==> config.mk <==
export PLATFORM = sky130hd
export DESIGN_NAME = fetch_buffer_dual
export DESIGN_NICKNAME = d
export VERILOG_FILES = /design/src/rtl/fetch_buffer_dual.sv
export SDC_FILE = /design/constraint.sdc
export NUM_CORES = 1
export LEC_CHECK = 0
export CAP_MARGIN = 15
export CORE_MARGIN = 2
export CORE_UTILIZATION = 63
export CTS_CLUSTER_DIAMETER = 100
export CTS_CLUSTER_SIZE = 10
export DETAILED_ROUTE_END_ITERATION = 16
export PLACE_DENSITY_LB_ADDON = 0.2
export SKIP_CTS_REPAIR_TIMING = 1
export SLEW_MARGIN = 20
export SYNTH_ARGS = -nofsm -noshare
export SYNTH_HDL_FRONTEND = slang
export SYNTH_SLANG_ARGS = --single-unit
==> constraint.sdc <==
create_clock -name clk -period 14.88 [get_ports clk]
set_input_delay 2.232 -clock clk [delete_from_list [all_inputs] [get_ports clk]]
set_output_delay 2.232 -clock clk [all_outputs]
set_load 0.02 [all_outputs]
==> src/rtl/fetch_buffer_dual.sv <==
// Two-wide circular instruction FIFO between fetch and decode: 0..2 pushes and 0..2 pops per cycle.
// Optional statistics outputs (full_cycles, high_water) are built when FETCH_BUFFER_STATS_EN is defined.
module fetch_buffer_dual #(
    parameter int DATA_WIDTH        = 64,
    parameter int DEPTH             = 8,
    parameter int EARLY_FULL_MARGIN = 2
) (
    input  logic                      clk,
    input  logic                      rst,
    input  logic                      flush,
    input  logic [1:0]                push_cnt,
    input  logic [2*DATA_WIDTH-1:0]   data_in,
    input  logic [1:0]                pop_cnt,
    output logic [DATA_WIDTH-1:0]     data_out0,
    output logic [DATA_WIDTH-1:0]     data_out1,
    output logic [1:0]                out_valid,
    output logic [$clog2(DEPTH):0]    count,
    output logic                      full,
    output logic                      early_full,
    output logic                      overflow,
    output logic                      underflow
`ifdef FETCH_BUFFER_STATS_EN
    ,
    output logic [31:0]               full_cycles,
    output logic [$clog2(DEPTH):0]    high_water
`endif
);

    localparam int AW = $clog2(DEPTH);
    localparam int CW = AW + 1;
    localparam logic [CW-1:0] DEPTH_C  = CW'(DEPTH);
    localparam logic [CW-1:0] EF_LEVEL = CW'(DEPTH - EARLY_FULL_MARGIN);

    logic [DATA_WIDTH-1:0] storage [DEPTH];

    logic [AW-1:0] wr_idx;
    logic [AW-1:0] wr_idx1;
    logic [AW-1:0] rd_idx;
    logic [AW-1:0] rd_idx1;
    logic [CW-1:0] count_q;
    logic [CW-1:0] count_next;
    logic [CW-1:0] space;
    logic          full_q;
    logic          early_full_q;
    logic          overflow_q;
    logic          underflow_q;
    logic          push_ok;
    logic          pop_ok;
    logic [1:0]    push_acc;
    logic [1:0]    pop_acc;

    // Push legality sees only pre-pop space, pop legality only pre-push occupancy,
    // so the fetch and decode sides never depend on each other combinationally.
    always_comb begin
        space      = DEPTH_C - count_q;
        push_ok    = (push_cnt != 2'd3) && (CW'(push_cnt) <= space);
        pop_ok     = (pop_cnt != 2'd3) && (CW'(pop_cnt) <= count_q);
        push_acc   = push_ok ? push_cnt : 2'd0;
        pop_acc    = pop_ok ? pop_cnt : 2'd0;
        count_next = count_q + CW'(push_acc) - CW'(pop_acc);
    end

    assign wr_idx1 = wr_idx + AW'(1);
    assign rd_idx1 = rd_idx + AW'(1);

    always_ff @(posedge clk) begin
        if (rst) begin
            wr_idx       <= '0;
            rd_idx       <= '0;
            count_q      <= '0;
            full_q       <= 1'b0;
            early_full_q <= 1'b0;
            overflow_q   <= 1'b0;
            underflow_q  <= 1'b0;
        end else if (flush) begin
            wr_idx       <= '0;
            rd_idx       <= '0;
            count_q      <= '0;
            full_q       <= 1'b0;
            early_full_q <= 1'b0;
        end else begin
            wr_idx       <= wr_idx + AW'(push_acc);
            rd_idx       <= rd_idx + AW'(pop_acc);
            count_q      <= count_next;
            full_q       <= (count_next == DEPTH_C);
            early_full_q <= (count_next >= EF_LEVEL);
            if (!push_ok) begin
                overflow_q <= 1'b1;
            end
            if (!pop_ok) begin
                underflow_q <= 1'b1;
            end
        end
    end

    // Storage carries no reset; a rejected push writes nothing at all.
    always_ff @(posedge clk) begin
        if (!rst && !flush && (push_acc != 2'd0)) begin
            storage[wr_idx] <= data_in[DATA_WIDTH-1:0];
            if (push_acc == 2'd2) begin
                storage[wr_idx1] <= data_in[2*DATA_WIDTH-1:DATA_WIDTH];
            end
        end
    end

    assign data_out0  = storage[rd_idx];
    assign data_out1  = storage[rd_idx1];
    assign out_valid  = {count_q >= CW'(2), count_q != '0};
    assign count      = count_q;
    assign full       = full_q;
    assign early_full = early_full_q;
    assign overflow   = overflow_q;
    assign underflow  = underflow_q;

`ifdef FETCH_BUFFER_STATS_EN
    function automatic logic [31:0] sat_inc32(input logic [31:0] v);
        return (&v) ? v : v + 32'd1;
    endfunction

    logic [31:0]   full_cycles_q;
    logic [CW-1:0] high_water_q;

    // Statistics survive flush; only rst clears them.
    always_ff @(posedge clk) begin
        if (rst) begin
            full_cycles_q <= '0;
            high_water_q  <= '0;
        end else begin
            if (full_q) begin
                full_cycles_q <= sat_inc32(full_cycles_q);
            end
            if (!flush && (count_next > high_water_q)) begin
                high_water_q <= count_next;
            end
        end
    end

    assign full_cycles = full_cycles_q;
    assign high_water  = high_water_q;
`endif

endmodule

==> flow_summary.yaml <==
outcome:
  outcome: "completed"
global_route:
  grt_pass1_wl_mm: 117
  grt_overflow: 0
  grt.total_usage_pct: 31.6
  grt_max_degree: 69
  antenna_found_initial: 11
  grt_pass1_vias: 19000
logic_synthesis:
  yosys-top-cells-area: "edfxtp_1 51%, mux2_2 22%, mux4_2 19%"
  yosys.area.top_type_share_pct: 50.6
  yosys_warnings: 0
  synth_flop_cell: "edfxtp_1"
  synthCells: 1669
  yosysTopAreaCell: "edfxtp_1"
  synth_nets: 1823
  syn_area_sq_um: 30400
  synth.distinct_cells: 38
  synth_area_per_cell_sq_um: 18.2
  synth_seq_cells: 526
  synth_edf_count: 512
  synth-seq-area-share_pct: 51.6
  async_reset_ff_share_pct: 0
power_and_ir_drop:
  p_int_uw: 2820
  combPwrFrac_pct: 22.9
  p_per_area_nw_per_um2: 109
  p_sw_uw: 1020
  vdd_ir_drop_max_uv: 101
  p_leak_uw: 0.0111
  clkPwrFrac_pct: 32.8
  pwr-share-seq_pct: 44.2
  p_sw_share_pct: 26.5
setup_path:
  critPathSlowestCell: "buf_4"
  r2r_end: "early_full"
  reg2reg_depth: 18
  cp.arrival_ns: 5.24
  endpoint_kind: "output port"
  crit_type: "reg2out"
  cp_top_family: "buffers and inverters"
  critical_path_required_ns: 12.65
  cp_max_fo: 50
  r2r_start: "count[0]"
  max_stage_delay_ns: 0.82
  reg2reg_slack_ns: 10.77
  crit_buf_inv: 3
  start_kind: "flop"
  crit_chain: "ha_4 > buf_4 > buf_6 > mux4_2 > mux2_2 > clkdlybuf4s50_1"
routing:
  wl_mm: 78.3
  routed_via_density: 7.02
  route.detailed.drc: 0
  wl_per_cell_um: 30.7
  firstDrtPassIters: 5
  drtIter0Drc: 1694
  vias: 17900
  ant_nets: 0
clock_network:
  cts_max_level: 2
  clock_path_buffers: 3
  clk_transition_reported_paths_ns: 0.06
  cts_root_buf: "clkbuf_16"
  cts.sinks: 526
  cts_tree: "done"
  clock_latency_ns: 0.62
  cts_buffers: 58
floorplan:
  rows: 80
  ios: 273
  coreArea_sq_um: 47600
  initial_core_util_pct: 63.7
  dieWidth_um: 224
  die_height_um: 224
  fp.dieArea_sq_um: 50000
sta:
  setup_viol: 0
  rsz0062_at_grt: "false"
  fin_crit_ns: 7.47
  tightest_slew_ns: 1.14
  post-route-worst-setup-slack_ns: 7.41
  fin_skew_ns: 0.0157
  hold_viol: 0
  maxSlewViolCount: 0
  finalCritPeriodShare_pct: 50.2
  setup-tns-final_ns: 0
  maxSlewHeadroom_pct: 23.7
  max_clock_freq_ghz: 0.134
layout:
  mostFrequentLayoutCells: "584 x mux2_2, 512 x edfxtp_1, 272 x clkdlybuf4s50_1, 256 x mux4_2, 60 x clkbuf_16"
  layout_commonest_cell: "mux2_2"
  ff_latch_area_sq_um: 15700
  fin_util_pct: 73.7
  syn_to_final_growth_pct: 15.6
  drive_gt1_share_pct: 50.2
  finalNetCount: 2067
  final.fill_count: 2984
  multi_input_area_sq_um: 14000
  final_cells: 2549
min_path:
  hold_end: "underflow"
  min_path_cells: 1
  hold_path.startpoint: "underflow"
  hold_path.class: "reg2reg"
place:
  dp.cells: 2467
  portBuffers: 272
  gp_congestion: 0.809
  pre_cts_ws_ns: 7.61
  hpwl_mm: 43.9
job:
  cap_violations: 0
-- layout make-up --
class / instances / share of cell area, %
Antenna cell: 10 / 0.0713
Clock buffer: 70 / 4.38
Clock inverter: 1 / 0.0250
Inverter: 19 / 0.203
Multi-Input combinational cell: 1001 / 39.9
Sequential cell: 526 / 44.6
Tap cell: 615 / 2.19
Timing Repair Buffer: 307 / 8.58
-- registers in the layout, summed over array words and instances, names as in the netlist --
signal and cells:
count 4, early_full 1, rd_idx 3, underflow 1, full 1, overflow 1, storage 512, wr_idx 3
-- cell families after synthesis --
kind of cell             after synthesis  synth area share (%)
multiplexers                         896                  42.7
flip-flops                           526                  51.6
buffers and inverters                142                  2.63
AND/OR/NAND/NOR                       50                 0.935
AO/OA/AOI/OAI                         26                 0.985
adder cells (fa/ha/maj)               19                 0.882
XOR/XNOR                              10                 0.288
-- cell usage after synthesis (8+ instances only) --
cell type,instances
buf_2,27
mux2_1,56
clkbuf_1,27
ha_1,15
buf_4,38
buf_6,12
o211ai_4,8
buf_1,19
edfxtp_1,512
dfxtp_1,14
inv_1,19
nor2_1,18
mux2_2,584
mux4_2,256
-- worst max path at each step --
| stage | from | endpoint | cells after the start |
|---|---|---|---|
| detailed placement | rd_idx[1] | data_out1[36] | 6 |
| global route | rd_idx[1] | data_out1[36] | 6 |
| finish | rd_idx[1] | data_out1[36] | 6 |
| global placement | rd_idx[1] | data_out1[36] | 6 |
| floorplan | push_cnt[1] | storage[1][0] | 6 |
| CTS | rd_idx[1] | data_out1[36] | 6 |
-- layer usage --
| layer | vias up | GRT usage [%] | share of wire [%] |
|---|---|---|---|
| met5 | - | 0 | 0.073 |
| met4 | 8 | 11.6 | 3.2 |
| met3 | 169 | 5.56 | 7.5 |
| met2 | 814 | 53.1 | 50 |
| met1 | 9432 | 42.0 | 39 |
| li1 | 7476 | - | - |
-- per-stage QoR --
step,hold WS (ns),power (uW),cell area (sq um)
after floorplan,0.578,2290,30400
after global placement,0.450,2590,33500
after detailed placement,0.483,2610,33500
after CTS,0.496,3860,35000
after global routing,0.524,3950,35100
final,0.486,3840,35100
-- power by group through the flow --
stage | logic [uW] | registers (uW) | clock network [uW]
2_1_floorplan | 559 | 1730 | 0
6_report | 881 | 1700 | 1260
3_5_place_dp | 880 | 1730 | 0
5_1_grt | 933 | 1700 | 1320
3_3_place_gp | 862 | 1730 | 0
4_1_cts | 887 | 1700 | 1270
(Power assumes the default switching activity.)
